--- src/rtl/rv32_fetch_ctrl.sv ---
// rv32_fetch_ctrl: instruction-fetch sequencer with one outstanding request,
// a 2-entry PC/instruction queue toward decode, and redirect flushing.
module rv32_fetch_ctrl #(
  parameter logic [31:0] RESET_PC  = 32'h0000_0000,
  parameter int unsigned BUF_DEPTH = 2
) (
  input  logic        clk,
  input  logic        rst_n,
  input  logic        enable,
  input  logic        redirect_valid,
  input  logic [31:0] redirect_pc,
  input  logic        stall,
  output logic        imem_req,
  output logic [31:0] imem_addr,
  input  logic        imem_gnt,
  input  logic        imem_rvalid,
  input  logic [31:0] imem_rdata,
  output logic        if_valid,
  output logic [31:0] if_instr,
  output logic [31:0] if_pc,
  output logic        flush,
  output logic        halt,
  output logic        busy
);

  localparam int unsigned XLEN  = 32;
  localparam int unsigned CNT_W = 2;
  localparam int unsigned SUM_W = CNT_W + 1;

  typedef enum logic [1:0] {
    S_IDLE  = 2'd0,
    S_FETCH = 2'd1,
    S_WAIT  = 2'd2,
    S_DRAIN = 2'd3
  } state_t;

  state_t            state;
  logic [XLEN-1:0]   fetch_pc;
  logic [XLEN-1:0]   issued_pc;
  logic [XLEN-1:0]   q_pc    [BUF_DEPTH];
  logic [XLEN-1:0]   q_instr [BUF_DEPTH];
  logic              head;
  logic [CNT_W-1:0]  count;
  logic              retract;

  logic              outstanding;
  logic              fire;
  logic              push;
  logic              pop;
  logic              tail;

  // Request/queue control decoded from registered state
  assign outstanding = (state == S_WAIT) | (state == S_DRAIN);
  assign imem_req    = (state == S_FETCH) & enable & ~retract &
                       ((SUM_W'(count) + SUM_W'(outstanding)) < SUM_W'(BUF_DEPTH));
  assign imem_addr   = fetch_pc;
  assign fire        = imem_req & imem_gnt;
  assign push        = (state == S_WAIT) & imem_rvalid & ~redirect_valid;
  assign pop         = if_valid & ~stall & ~redirect_valid;
  assign tail        = head ^ count[0];

  // Decode-side view of the queue head and status
  assign if_valid = (count != '0);
  assign if_pc    = q_pc[head];
  assign if_instr = q_instr[head];
  assign halt     = (state == S_IDLE);
  assign busy     = outstanding;

  // Sequencer state, fetch PC, queue and flush pulse
  always_ff @(posedge clk) begin
    if (!rst_n) begin
      state     <= S_IDLE;
      fetch_pc  <= RESET_PC;
      issued_pc <= '0;
      head      <= 1'b0;
      count     <= '0;
      retract   <= 1'b0;
      flush     <= 1'b0;
      for (int unsigned i = 0; i < BUF_DEPTH; i++) begin
        q_pc[i]    <= '0;
        q_instr[i] <= '0;
      end
    end else begin
      flush   <= redirect_valid;
      // A redirect that catches an ungranted request withdraws it for a cycle
      retract <= redirect_valid & (state == S_FETCH) & ~fire;

      if (fire) begin
        fetch_pc  <= fetch_pc + XLEN'(4);
        issued_pc <= fetch_pc;
      end
      if (redirect_valid) begin
        fetch_pc <= redirect_pc & ~XLEN'(3);
      end

      if (redirect_valid) begin
        count <= '0;
        head  <= 1'b0;
      end else begin
        if (push) begin
          q_pc[tail]    <= issued_pc;
          q_instr[tail] <= imem_rdata;
        end
        if (pop) begin
          head <= ~head;
        end
        case ({push, pop})
          2'b10:   count <= count + CNT_W'(1);
          2'b01:   count <= count - CNT_W'(1);
          default: count <= count;
        endcase
      end

      case (state)
        S_IDLE: begin
          if (enable) state <= S_FETCH;
        end
        S_FETCH: begin
          if (fire) begin
            state <= redirect_valid ? S_DRAIN : S_WAIT;
          end else if (!enable && !redirect_valid) begin
            state <= S_IDLE;
          end
        end
        S_WAIT: begin
          if (imem_rvalid) begin
            state <= (enable || redirect_valid) ? S_FETCH : S_IDLE;
          end else if (redirect_valid) begin
            state <= S_DRAIN;
          end
        end
        S_DRAIN: begin
          // The in-flight wrong-path response ends the drain
          if (imem_rvalid) state <= enable ? S_FETCH : S_IDLE;
        end
        default: state <= S_IDLE;
      endcase
    end
  end

endmodule

--- config.mk ---
export PLATFORM = sky130hd
export DESIGN_NAME = rv32_fetch_ctrl
export DESIGN_NICKNAME = d
export VERILOG_FILES = /design/src/rtl/rv32_fetch_ctrl.sv
export SDC_FILE = /design/constraint.sdc
export NUM_CORES = 1
export LEC_CHECK = 0
export ABC_AREA = 1
export CORE_ASPECT_RATIO = 1.75
export CORE_MARGIN = 2
export CORE_UTILIZATION = 45
export CTS_CLUSTER_DIAMETER = 200
export DETAILED_ROUTE_END_ITERATION = 10
export GPL_TIMING_DRIVEN = 0
export PLACE_DENSITY = 0.71
export SLEW_MARGIN = 20
export SYNTH_ARGS = -nofsm -noshare
export SYNTH_HDL_FRONTEND = slang
export SYNTH_SLANG_ARGS = --single-unit
export TNS_END_PERCENT = 100
--- constraint.sdc ---
create_clock -name clk -period 9 [get_ports clk]
set_clock_uncertainty 0.1 [all_clocks]
set_input_delay 1.8 -clock clk [delete_from_list [all_inputs] [get_ports clk]]
set_output_delay 1.8 -clock clk [all_outputs]
set_load 0.01 [all_outputs]
==> results_dict.tcl <==
set metrics [dict create \
    clock_path_buffers 2 \
    synth-simple-area-share_pct 18.2 \
    grtUsageMet2_pct 40.8 \
    cp_slowest_cell "clkdlybuf4s50_1" \
    ys_seq_area_share_pct 58.2 \
    grt_overflow_total 0 \
    rsz0062_at_grt "no" \
    wl_per_cell_um 15.7 \
    ant_nets 0 \
    slew_headroom_pct 52.2 \
    grt_use_total_pct 21.7 \
    grtUsageMet3_pct 3.11 \
    antenna_found_initial 0 \
    yosysWarningCount 0 \
    grt_max_degree 41 \
    setup_viol 0 \
    worstPathMaxFanout 5 \
    fp.dieW_um 109 \
    first_pass_iters 5 \
    diodes 0 \
    fin_area_um2 11300 \
    setup_tns_ns 0 \
    first_iter_violations 442 \
    muxShareOfSynthArea_pct 8.00 \
    io_pins 172 \
    min_path_type "reg2reg" \
    h-tree-depth 4 \
    post_cts_buffers 0 \
    routed_wl_um 21600 \
    synth_top_area_share_pct 42.7 \
    total_leakage_power_nw 4.31 \
    synth_largest_area_cell "edfxtp_1" \
    cts_tree "built" \
    p_total_mw 1.89 \
    worstRegToRegCells 8 \
    route.detailed.drc 0 \
    gp_congestion 0.930 \
    worst_ep_arrival_time_ns 3.27 \
    cp.required_ns 7.10 \
    ys_ff_latch 192 \
    grt_pass1_wl_um 33800 \
    path_cells "clkdlybuf4s50_1 > inv_1 > nor4_1 > clkdlybuf4s50_1" \
    area_growth_pct 29.5 \
    num_rows 67 \
    routed_via_density 4.93 \
    syn_area_per_cell_um2 9.34 \
    dieHeight_um 188 \
    port_buffers 165 \
    synth_xor_area_share_pct 1.00 \
    cts_resized 0 \
    fin_crit_ns 5.17 \
    hold_viol 0 \
    end_kind "output pin" \
    utilization_pct 59.1 \
    hold_depth 2 \
    hpwl_um 16200 \
    criticalPathCategory "in2out" \
    max_cap_viol_count 0 \
    grt_pass1_vias 6792 \
    cts_hold_buffers 0 \
    drive_gt1_share_pct 12.1 \
    clk_latency_ns 0.43 \
    synth_area_um2 8730 \
    die_area_um2 20600 \
    synth_top_cells_by_area "edfxtp_1, dfxtp_1, nor2_1" \
    critPathBufInv 3 \
    grt.busiest_layer "met2" \
    crit_family "buffers and inverters" \
    numCtsBuffers 17 \
    startpoint_type "input pin" \
    coreArea_um2 19100 \
    n_fill_cell 1747 \
    tightestPinTransition_ns 0.714 \
    p_per_area_nw_per_um2 167 \
    ir_drop_uv 111 \
    synth_adder_area_share_pct 0.287 \
    dr_total_vias 6795 \
    cp_num_cells 4 \
    placed_cell_area_um2 10700 \
    synth_cells 935 \
    fin_nets 1197 \
    critPathMostFrequentCell "clkdlybuf4s50_1" \
    synth_compound_area_share_pct 6.52 \
    synth_top_family_by_area "simple AND/OR/NAND/NOR gates" \
    initial_core_util_pct 45.7 \
    max_freq_ghz 0.193 \
    max_stage_delay_ns 0.60 \
    cts.sinks 192 \
    finalCritPeriodShare_pct 57.4 \
    status "finished clean" \
    clkTransAtPathRegs_ns 0.07 \
    cts_root_buffer "clkbuf_16" \
    synthDistinctLibCells 33 \
    drv_slew 0 \
    globalRouteMet1Util_pct 22.3 \
]
worst register-to-register path, delay by kind of cell (launching register included):
family / cells / cell delay, ns
buf+inv: 3 / 0.62
simple gates: 5 / 0.96
flops: 1 / 0.46
where the power goes:
group / internal [mW] / switching (mW) / leakage [nW]
Sequential: 0.969 / 0.0219 / 1.84
Clock: 0.375 / 0.342 / 0.278
Combinational: 0.0894 / 0.0892 / 2.19
final timing paths:
check                             startpoint                           to  slack [ns]
hold / removal    issued_pc[20]$_SDFFE_PN0P_   issued_pc[20]$_SDFFE_PN0P_        0.38
setup / recovery                      enable                     imem_req        3.83
hold reg to reg   issued_pc[20]$_SDFFE_PN0P_   issued_pc[20]$_SDFFE_PN0P_        0.38
setup reg to reg       state[1]$_SDFFE_PN0P_  q_instr[1][9]$_SDFFCE_PN0P_        6.49
layout make-up:
cell class | instances | area [um2] | share of cell area, %
Buffer | 43 | 225 | 1.99
Multi-Input combinational cell | 584 | 3000 | 26.5
Inverter | 119 | 447 | 3.95
Timing Repair Buffer | 167 | 1690 | 15.0
Clock inverter | 13 | 101 | 0.897
Tap cell | 241 | 302 | 2.67
Sequential cell | 192 | 5080 | 45.0
Clock buffer | 18 | 450 | 3.99
layout by cell type (no fill, tap or decap), drive strengths merged, types with 2 or more instances in the layout:
master         instances
xor2                   9
a31oi                  3
nand3                 31
buf                   28
nand2                153
ha                     2
mux2                  62
clkdlybuf4s50        165
a21oi                 54
and2                   2
nor2                 198
inv                  126
clkinv                 5
clkbuf                35
o21ai                 53
dfxtp                 68
conb                   4
nor3                   4
nand4                  4
edfxtp               124
per-layer routing:
layer | part of all wire [%] | up-vias | routed length (um)
li1 | - | 3412 | -
met1 | 37 | 3151 | 7970
met2 | 55 | 188 | 11900
met3 | 3.9 | 44 | 832
met4 | 4.2 | 0 | 912
met5 | 0 | - | 0
stage by stage:
step / hold WS, ns / cells / setup slack (ns)
after floorplan: 0.340 / 938 / 4.67
after global placement: 0.362 / 1344 / 3.12
after detailed placement: 0.371 / 1346 / 3.82
after CTS: 0.383 / 1377 / 3.82
after global routing: 0.404 / 1377 / 3.77
final: 0.381 / 1377 / 3.83
kinds of logic (layout without fill, tap and decap cells):
kind of cell / after synthesis / after routing
simple gates: 394 / 394
buf+inv: 162 / 360
other cells: 1 / 4
fa+ha+maj: 2 / 2
xor+xnor: 10 / 10
flops: 192 / 192
compound gates: 112 / 112
mux: 62 / 62
sequential cells by signal (all words and copies together), names as in the netlist, named ones only:
name and cells:
count 2, flush 1, head 1, imem_addr 30
issued_pc 30, q_instr 64, q_pc 60, retract 1
state 2
cell usage after synthesis, drive strengths merged:
| cell | count |
|---|---|
| o21ai | 53 |
| o21a | 1 |
| nand2 | 153 |
| edfxtp | 124 |
| nand3 | 31 |
| dfxtp | 68 |
| ha | 2 |
| mux2 | 62 |
| xnor2 | 1 |
| a21oi | 54 |
| conb | 1 |
| a31oi | 3 |
| o211ai | 1 |
| clkinv | 1 |
| clkbuf | 17 |
| xor2 | 9 |
| nand4 | 4 |
| nor4 | 1 |
| inv | 118 |
| buf | 26 |
| nor2 | 198 |
| nor3 | 4 |
| nand3b | 1 |
| and2 | 2 |
(Power assumes the default switching activity.)
